**config.mk**
```make
export PLATFORM = sky130hd
export DESIGN_NAME = cordic_iter_sched_flat
export DESIGN_NICKNAME = d
export VERILOG_FILES = /design/src/rtl/cordic_iter_sched_if.sv /design/src/rtl/cordic_iter_sched.sv /design/src/flat_wrapper.sv
export SDC_FILE = /design/constraint.sdc
export NUM_CORES = 1
export LEC_CHECK = 0
export ABC_AREA = 1
export ABC_CLOCK_PERIOD_IN_PS = 2300
export CAP_MARGIN = 10
export CORE_MARGIN = 2
export CORE_UTILIZATION = 35
export CTS_CLUSTER_SIZE = 20
export DETAILED_ROUTE_END_ITERATION = 8
export SLEW_MARGIN = 20
export SYNTH_ARGS = -nofsm -noshare
export SYNTH_HDL_FRONTEND = slang
export SYNTH_SLANG_ARGS = --single-unit
export TNS_END_PERCENT = 20
```
**constraint.sdc**
```tcl
create_clock -name clk -period 2.3 [get_ports clk]
set_input_delay 0.46 -clock clk [delete_from_list [all_inputs] [get_ports clk]]
set_output_delay 0.46 -clock clk [all_outputs]
set_load 0.1 [all_outputs]
```
**src/rtl/cordic_iter_sched_if.sv**
```systemverilog
// Handshake bundle between requesters, the shared CORDIC datapath, the completion consumer
// and the iteration scheduler.
interface cordic_iter_sched_if #(
    parameter int SHW = 6
);
    logic [1:0]     req_valid;
    logic [1:0]     req_ready;
    logic           iter_valid;
    logic           iter_ready;
    logic [SHW-1:0] shift_amnt;
    logic           iter_first;
    logic           iter_last;
    logic           iter_repeat;
    logic           owner;
    logic           busy;
    logic           done_valid;
    logic           done_id;
    logic           done_ready;

    // master: requesters/datapath/consumer side; slave: the scheduler
    modport master (
        output req_valid, iter_ready, done_ready,
        input  req_ready, iter_valid, shift_amnt, iter_first, iter_last,
               iter_repeat, owner, busy, done_valid, done_id
    );

    modport slave (
        input  req_valid, iter_ready, done_ready,
        output req_ready, iter_valid, shift_amnt, iter_first, iter_last,
               iter_repeat, owner, busy, done_valid, done_id
    );
endinterface

```
**src/rtl/cordic_iter_sched.sv**
```systemverilog
// Round-robin job scheduler for a shared iterative hyperbolic CORDIC sqrt datapath.
// Issues ITERS micro-iterations per job and repeats shifts 4, 13, 40, ... once each.
//
// state | meaning
// IDLE  | waiting for a request; grant is combinational on req_valid
// RUN   | presenting micro-iterations to the datapath
// DONE  | holding done_valid until the consumer takes it
module cordic_iter_sched #(
    parameter int ITERS = 18,
    parameter int SHW   = 6
) (
    input  logic clk,
    input  logic rst,
    cordic_iter_sched_if.slave bus
);
    localparam int CW = $clog2(ITERS + 1);
    localparam int RW = SHW + 2;
    localparam logic [CW-1:0] CNT_LAST = CW'(ITERS);

    typedef enum logic [1:0] {IDLE, RUN, DONE} state_t;

    state_t         state, state_nxt;
    logic [CW-1:0]  cnt, cnt_nxt;
    logic [SHW-1:0] shift, shift_nxt;
    logic [RW-1:0]  rep, rep_nxt;
    logic           repeat_q, repeat_nxt;
    logic           owner_q, owner_nxt;
    logic           rr_ptr, rr_nxt;
    logic           busy_q, busy_nxt;
    logic           done_valid_q, done_valid_nxt;
    logic           done_id_q, done_id_nxt;
    logic [1:0]     grant;
    logic           gnt_id;

    always_comb begin
        state_nxt      = state;
        cnt_nxt        = cnt;
        shift_nxt      = shift;
        rep_nxt        = rep;
        repeat_nxt     = repeat_q;
        owner_nxt      = owner_q;
        rr_nxt         = rr_ptr;
        busy_nxt       = busy_q;
        done_valid_nxt = done_valid_q;
        done_id_nxt    = done_id_q;
        grant          = 2'b00;
        gnt_id         = bus.req_valid[rr_ptr] ? rr_ptr : ~rr_ptr;

        case (state)
            IDLE: begin
                if (|bus.req_valid && !rst) begin
                    grant[gnt_id] = 1'b1;
                    owner_nxt     = gnt_id;
                    rr_nxt        = ~gnt_id;
                    busy_nxt      = 1'b1;
                    cnt_nxt       = CW'(1);
                    shift_nxt     = SHW'(1);
                    rep_nxt       = RW'(4);
                    repeat_nxt    = 1'b0;
                    state_nxt     = RUN;
                end
            end
            RUN: begin
                if (bus.iter_ready) begin
                    if (cnt == CNT_LAST) begin
                        state_nxt      = DONE;
                        done_valid_nxt = 1'b1;
                        done_id_nxt    = owner_q;
                        repeat_nxt     = 1'b0;
                    end else begin
                        cnt_nxt = cnt + CW'(1);
                        // the first visit of a repeat shift is followed by its duplicate
                        if ({2'b00, shift} == rep && !repeat_q) begin
                            repeat_nxt = 1'b1;
                            rep_nxt    = RW'(3) * rep + RW'(1);
                        end else begin
                            shift_nxt  = shift + SHW'(1);
                            repeat_nxt = 1'b0;
                        end
                    end
                end
            end
            DONE: begin
                if (bus.done_ready) begin
                    done_valid_nxt = 1'b0;
                    busy_nxt       = 1'b0;
                    state_nxt      = IDLE;
                end
            end
            default: state_nxt = IDLE;
        endcase
    end

    always_ff @(posedge clk) begin
        if (rst) begin
            state        <= IDLE;
            cnt          <= CW'(1);
            shift        <= SHW'(1);
            rep          <= RW'(4);
            repeat_q     <= 1'b0;
            owner_q      <= 1'b0;
            rr_ptr       <= 1'b0;
            busy_q       <= 1'b0;
            done_valid_q <= 1'b0;
            done_id_q    <= 1'b0;
        end else begin
            state        <= state_nxt;
            cnt          <= cnt_nxt;
            shift        <= shift_nxt;
            rep          <= rep_nxt;
            repeat_q     <= repeat_nxt;
            owner_q      <= owner_nxt;
            rr_ptr       <= rr_nxt;
            busy_q       <= busy_nxt;
            done_valid_q <= done_valid_nxt;
            done_id_q    <= done_id_nxt;
        end
    end

    assign bus.req_ready   = grant;
    assign bus.iter_valid  = (state == RUN);
    assign bus.shift_amnt  = shift;
    assign bus.iter_first  = (state == RUN) && (cnt == CW'(1));
    assign bus.iter_last   = (state == RUN) && (cnt == CNT_LAST);
    assign bus.iter_repeat = repeat_q;
    assign bus.owner       = owner_q;
    assign bus.busy        = busy_q;
    assign bus.done_valid  = done_valid_q;
    assign bus.done_id     = done_id_q;

    a_req_onehot: assert property (@(posedge clk) disable iff (rst) $onehot0(bus.req_ready));
    a_iter_run:   assert property (@(posedge clk) disable iff (rst) bus.iter_valid |-> state == RUN);
    a_done_state: assert property (@(posedge clk) disable iff (rst) bus.done_valid |-> state == DONE);
endmodule

```
**src/flat_wrapper.sv**
```systemverilog
// flat-port wrapper written by rule: the top's interface ports become plain ports
module cordic_iter_sched_flat 
#(
    parameter int ITERS = 18,
    parameter int SHW   = 6
)
  (clk, rst, bus_req_valid, bus_iter_ready, bus_done_ready, bus_req_ready, bus_iter_valid, bus_shift_amnt, bus_iter_first, bus_iter_last, bus_iter_repeat, bus_owner, bus_busy, bus_done_valid, bus_done_id);
  cordic_iter_sched_if #(.SHW(SHW)) bus_i ();
  input  logic clk;
  input  logic rst;
  input wire logic [$bits(bus_i.req_valid)-1:0] bus_req_valid;
  input wire logic [$bits(bus_i.iter_ready)-1:0] bus_iter_ready;
  input wire logic [$bits(bus_i.done_ready)-1:0] bus_done_ready;
  output wire logic [$bits(bus_i.req_ready)-1:0] bus_req_ready;
  output wire logic [$bits(bus_i.iter_valid)-1:0] bus_iter_valid;
  output wire logic [$bits(bus_i.shift_amnt)-1:0] bus_shift_amnt;
  output wire logic [$bits(bus_i.iter_first)-1:0] bus_iter_first;
  output wire logic [$bits(bus_i.iter_last)-1:0] bus_iter_last;
  output wire logic [$bits(bus_i.iter_repeat)-1:0] bus_iter_repeat;
  output wire logic [$bits(bus_i.owner)-1:0] bus_owner;
  output wire logic [$bits(bus_i.busy)-1:0] bus_busy;
  output wire logic [$bits(bus_i.done_valid)-1:0] bus_done_valid;
  output wire logic [$bits(bus_i.done_id)-1:0] bus_done_id;
  assign bus_i.req_valid = bus_req_valid;
  assign bus_i.iter_ready = bus_iter_ready;
  assign bus_i.done_ready = bus_done_ready;
  assign bus_req_ready = bus_i.req_ready;
  assign bus_iter_valid = bus_i.iter_valid;
  assign bus_shift_amnt = bus_i.shift_amnt;
  assign bus_iter_first = bus_i.iter_first;
  assign bus_iter_last = bus_i.iter_last;
  assign bus_iter_repeat = bus_i.iter_repeat;
  assign bus_owner = bus_i.owner;
  assign bus_busy = bus_i.busy;
  assign bus_done_valid = bus_i.done_valid;
  assign bus_done_id = bus_i.done_id;
  cordic_iter_sched #(.ITERS(ITERS), .SHW(SHW)) u_core (.clk(clk), .rst(rst), .bus(bus_i));
endmodule
```
Word-level counts from Yosys, hierarchy flattened
Cells that the tools add are included.

cells by class
  add/subtract/negate cells = 3
  multiply operators = 1
  divide/modulo/power cells = 0
  order comparisons = 3
  equal/unequal tests = 12
  shift-type cells = 0
  multiplexer cells = 37
  bitwise logic cells = 2
  reduce and logical (&&, ||, !) cells = 21

operators by type and width
  cell                                              count
  two-way mux 8 bit                                 4
  two-way mux 6 bit                                 4
  one-hot mux 8 bit (2 select lines)                1
  two-way mux 5 bit                                 3
  two-way mux 1 bit                                 12
  two-way mux 2 bit                                 6
  one-hot mux 6 bit (2 select lines)                1
  AND reduction 4 bit                               3
  one-hot mux 5 bit (2 select lines)                1
  AND reduction 5 bit                               2
  AND reduction 3 bit                               3
  adder 8 x 1 -> 8 bit (second input constant)      1
  == test 6 x 8 -> 1 bit                            1
  multiplier 2 x 8 -> 8 bit (first input constant)  1
  != test 2 bit (second input constant)             4
  adder 6 x 1 -> 6 bit (second input constant)      1
  != test 2 x 1 -> 1 bit (second input constant)    3
  one-hot mux 1 bit (2 select lines)                3
  one-hot mux 2 bit (3 select lines)                1
  nonzero test 2 bit                                3
  adder 5 x 1 -> 5 bit (second input constant)      1
  == test 5 x 1 -> 1 bit (second input constant)    1
  == test 5 bit (second input constant)             1
  logical AND 1 bit                                 5
  10 further kinds                                  13

word-level totals
  register bits = 27
  latch bits = 0
  bits in writable memories = 0
  memory bits (read-only) = 0
  input port bits = 6
  output and inout port bits = 16
  logic and storage cells = 89
  memories kept = 0

Depth between registers and ports, before layout
Gate-level depths: netlist (run 1).

  depth after elaboration = 9
  depth in mapped cells = 12
  depth with buffers taken out = 12

Worst setup path before layout (run 1)
Ideal clock, no wire load.

  kind = register -> output
  start = reg u_core.state[0]
  end = out bus_iter_first
  data arrival time = 3.973 ns
  slack = -2.133 ns
  cell stages (with the launch flop) = 5
  path buffers = 0
  cell sequence = dfxtp_1 > inv_2 > nor2_8 > clkinv_1 > nor4_1

on the way
  cells in the longest elaborated chain, start to end = 2

ends and longest elaborated chain
  element                 RTL line                  source
  from (decl)             cordic_iter_sched.sv:22   state_t state, state_nxt;
  from (signal assigned)  cordic_iter_sched.sv:107  state <= state_nxt;
  == test 2 x 1 -> 1 bit  -
  net bus_iter_valid      flat_wrapper.sv:15        output wire logic [$bits(bus_i.iter_valid)-1:0] bus_iter_valid;
  logical AND 1 bit       cordic_iter_sched.sv:123  assign bus.iter_first = (state == RUN) && (cnt == CW'(1));
  to (decl)               flat_wrapper.sv:17        output wire logic [$bits(bus_i.iter_first)-1:0] bus_iter_first;

The timed path passes the listed nets, and every way through them passes these cells.

Worst setup path after layout (run 1)
  start = in rst
  end = out bus_req_ready[0]

on the way
  cells in the longest elaborated chain, start to end = 4

ends and longest elaborated chain
  element            RTL line                 source
  from (decl)        flat_wrapper.sv:10       input logic rst;
  zero test 1 bit    cordic_iter_sched.sv:51  if (|bus.req_valid && !rst) begin
  logical AND 1 bit  cordic_iter_sched.sv:51
  two-way mux 2 bit  cordic_iter_sched.sv:51
  two-way mux 2 bit  cordic_iter_sched.sv:49  case (state)
  to (decl)          flat_wrapper.sv:14       output wire logic [$bits(bus_i.req_ready)-1:0] bus_req_ready;

Every way passes these cells.

==> results.txt, run 1 <==
Status: finished clean
MaxCap Viol Count: 0
#FFs+latches synth: 27
Cell taking the most area after synthesis: dfxtp_1
Main combinational cell family by area after synthesis: simple AND/OR/NAND/NOR gates
Nets: 320
Minimum clock period: 2.17 ns
Worst Skew: 0.00260 ns
Initial Util: 35.8%
HP Start: u_core.bus.done_valid$_SDFFE_PP0P_
End of the worst hold path: u_core.bus.done_valid$_SDFFE_PP0P_
Die height: 75.8 microns
GRT Util Overall: 15.4%
Port bufs: 21
Post-synth top area share: 30.0%
Max Freq: 0.460 GHz
Setup bufs post-CTS: 0
Post-CTS Resized: 0
Syn Area/Cell: 6.53 sq um
RSZ-0062 raised after global routing: false
Die Width: 75.8 microns
Worst Max-Slew Pin Slew: 0.407 ns
Initial antenna violation count: 0
Final hold violations: 0
Compound-Gate Fraction of Synth Area: 9.58%
Crit path max fanout: 4
Final core occ: 43.3%
Post-synth EDFFs: 0
Fraction of layout cells with a size suffix above 1: 13.0%
Pre-CTS WS: 0.127 ns
Detail Placement HPWL: 3090 microns
Area delta synth->final: 21.1%
First-pass GRT wire length: 6910 microns
Worst EP required: 1.84 ns
Detail Route Antenna Nets: 0
Synthesis Warnings: 0
CTS root buf: clkbuf_8
Hold buffer count at CTS: 0
Main synth FF type: dfxtp_1
Clk sinks: 27
Mux share of post-synthesis cell area: 0%
Mapped Nets: 295
Lkg Pwr: 1.03 nW
Fillers: 537
Sequential fraction of the synthesis area: 30.0%
FFs w/ async S/R, synth: 0%
Initial drt markers: 96
Drt wl/cell: 10.8 microns
Detailed-route DRC error count: 0
Cts bufs inserted: 3
Fin. max-slew vios: 0
Count leader, synth: nand2_1
Clock Latency Late Sink: 0.27 ns
Ports: 22
Reg-to-reg slack, setup: 0.50 ns
DR vias/cell: 4.67
Final setup fails: 0
Largest net degree at the start of global routing: 20
Vias in the first global route: 1604
FF-to-FF Start: u_core.rep[6]$_SDFFE_PP0P_
Yosys cell types: 27
DRT Pass-1 Iters: 6
Simple-Gate Fraction of Synth Area: 36.9%
Pwr per Cell Area: 488 mW/mm^2
Final worst-path cycle share: 94.4%
Reg clk slew, reported paths: 0.09 ns
Die area: 0.00574 sq mm
CTS max path bufs: 2
Critical Path AT: 1.71 ns
Worst hold stages: 2
Row count: 26
Reg2Reg Depth: 11
HP Class: flop to flop
R2r endpoint: u_core.rep[0]$_SDFFE_PP0P_
Max_slew headroom: 72.8%
WHS: 0.462 ns
VDD IR max: 0.294 mV
Gpl congestion: 0.762
Final WS setup: 0.128 ns
Xor and xnor area share after synthesis: 3.40%
Cells after Synth: 276
Critical Path Start Type: input pin
CP Capture Type: output pin
Ranking of synthesized cells by area: dfxtp_1, nand2_1, inv_1, nand3_1, ha_1
Adder-cell share of the synthesized area: 9.44%
Critical path type: input pin to output pin
Total power: 1.07 mW
Synthesized cell area: 0.00180 sq mm
Vias: 1729
CTS tree: built
# H-tree levels: 1
Antenna diode count: 0
Drt total wl: 3990 microns
GRT overflow: 0
Post-synth top cells: nand2_1, inv_1, nand3_1
Core area: 0.00504 sq mm
## sequential cells by signal (all words and copies together), names as in the netlist
name	count
u_core.bus.done_valid	1
u_core.bus.done_id	1
u_core.rr_ptr	1
u_core.bus.iter_repeat	1
u_core.cnt	5
u_core.bus.owner	1
u_core.rep	8
u_core.bus.shift_amnt	6
u_core.bus.busy	1
u_core.state	2
## critical path, stage by stage
cell             delay, ns
clkdlybuf4s50_1       0.41
inv_1                 0.08
o21ai_0               0.12
nor2_1                0.22
inv_1                 0.09
nor2_2                0.14
buf_12                0.19
## logic make-up after synthesis
kind of cell	after synthesis
AOI/OAI and AO/OA	31
DFF	27
adders and majority gates	13
xor gates and xnor gates	7
and+or+nand+nor	148
buffers and inverters	50
## how the worst max path moves through the flow
stage / slack [ns] / end / from / cells past startpoint
final: 0.13 / bus_req_ready[0] / rst / 7
after global routing: 0.003 / bus_req_ready[0] / rst / 7
after CTS: 0.12 / bus_req_ready[0] / rst / 7
after detailed placement: 0.13 / bus_req_ready[0] / rst / 7
after global placement: 0.19 / bus_req_ready[0] / rst / 7
after floorplan: -0.18 / bus_iter_first / u_core.state[0]$_SDFFE_PP0P_ / 4
## per-layer routing
layer / track usage [%] / wire length [microns]
met5: 0 / 0
met4: 4.09 / 23
met3: 1.85 / 130
met2: 25.8 / 1860
met1: 21.0 / 1970
## power by group
part,internal [mW],total [mW],switching (mW)
logic,0.0831,0.287,0.204
registers,0.485,0.507,0.0218
clock network,0.121,0.271,0.150
## placed cells by master, fill, tap and decap left out
cell	netlist	layout
dfxtp_2	0	1
nand2_2	3	3
a21oi_2	1	1
fa_1	1	1
xnor2_1	2	2
clkbuf_8	0	3
nor4_4	0	1
nor2_1	23	22
buf_4	1	15
clkdlybuf4s50_1	0	5
buf_12	0	4
nand2_1	73	73
nand3b_1	1	1
o21ai_0	7	7
ha_1	12	12
a21oi_1	21	21
nor2_4	1	1
clkinv_4	0	1
nor2_8	1	1
dfxtp_1	27	26
or2_2	2	2
nand3_1	32	32
inv_1	43	43
a21oi_4	1	1
o211ai_1	1	1
inv_2	2	2
nor2_2	1	2
nand4_1	10	10
xor2_1	5	5
clkinv_2	0	1
## cell type report
cell class / count / area (sq um) / area share [%]
inverters: 46 / 178 / 8.14
well taps: 70 / 87.6 / 4.01
clock buffers: 3 / 41.3 / 1.89
repair buffers: 24 / 243 / 11.1
clock inverters: 1 / 5.00 / 0.229
flip-flops and latches: 27 / 542 / 24.8
multi-input cells: 199 / 1090 / 49.8
## through the flow
step                setup TNS [ns]  cells  cell area (sq um)
global route                     0    370               2180
finish                           0    370               2180
CTS                              0    370               2180
floorplan                   -0.232    276               1830
global placement                 0    366               2140
detailed placement               0    366               2140
(Power assumes the default switching activity.)
==> inputs of run 2 (changes only) <==
--- a/config.mk
+++ b/config.mk
@@ -6,7 +6,6 @@
 export NUM_CORES = 1
 export LEC_CHECK = 0
 export ABC_AREA = 1
-export ABC_CLOCK_PERIOD_IN_PS = 2300
 export CAP_MARGIN = 10
 export CORE_MARGIN = 2
 export CORE_UTILIZATION = 35
==> results of run 2 <==
The final DEF is identical to that of run 1; final timing and power are the same.
==> inputs of run 3 (changes only) <==
--- a/config.mk
+++ b/config.mk
@@ -6,7 +6,7 @@
 export NUM_CORES = 1
 export LEC_CHECK = 0
 export ABC_AREA = 1
-export CAP_MARGIN = 10
+export CAP_MARGIN = 0
 export CORE_MARGIN = 2
 export CORE_UTILIZATION = 35
 export CTS_CLUSTER_SIZE = 20
==> results of run 3 <==
The final DEF is identical to that of run 1; final timing and power are the same.
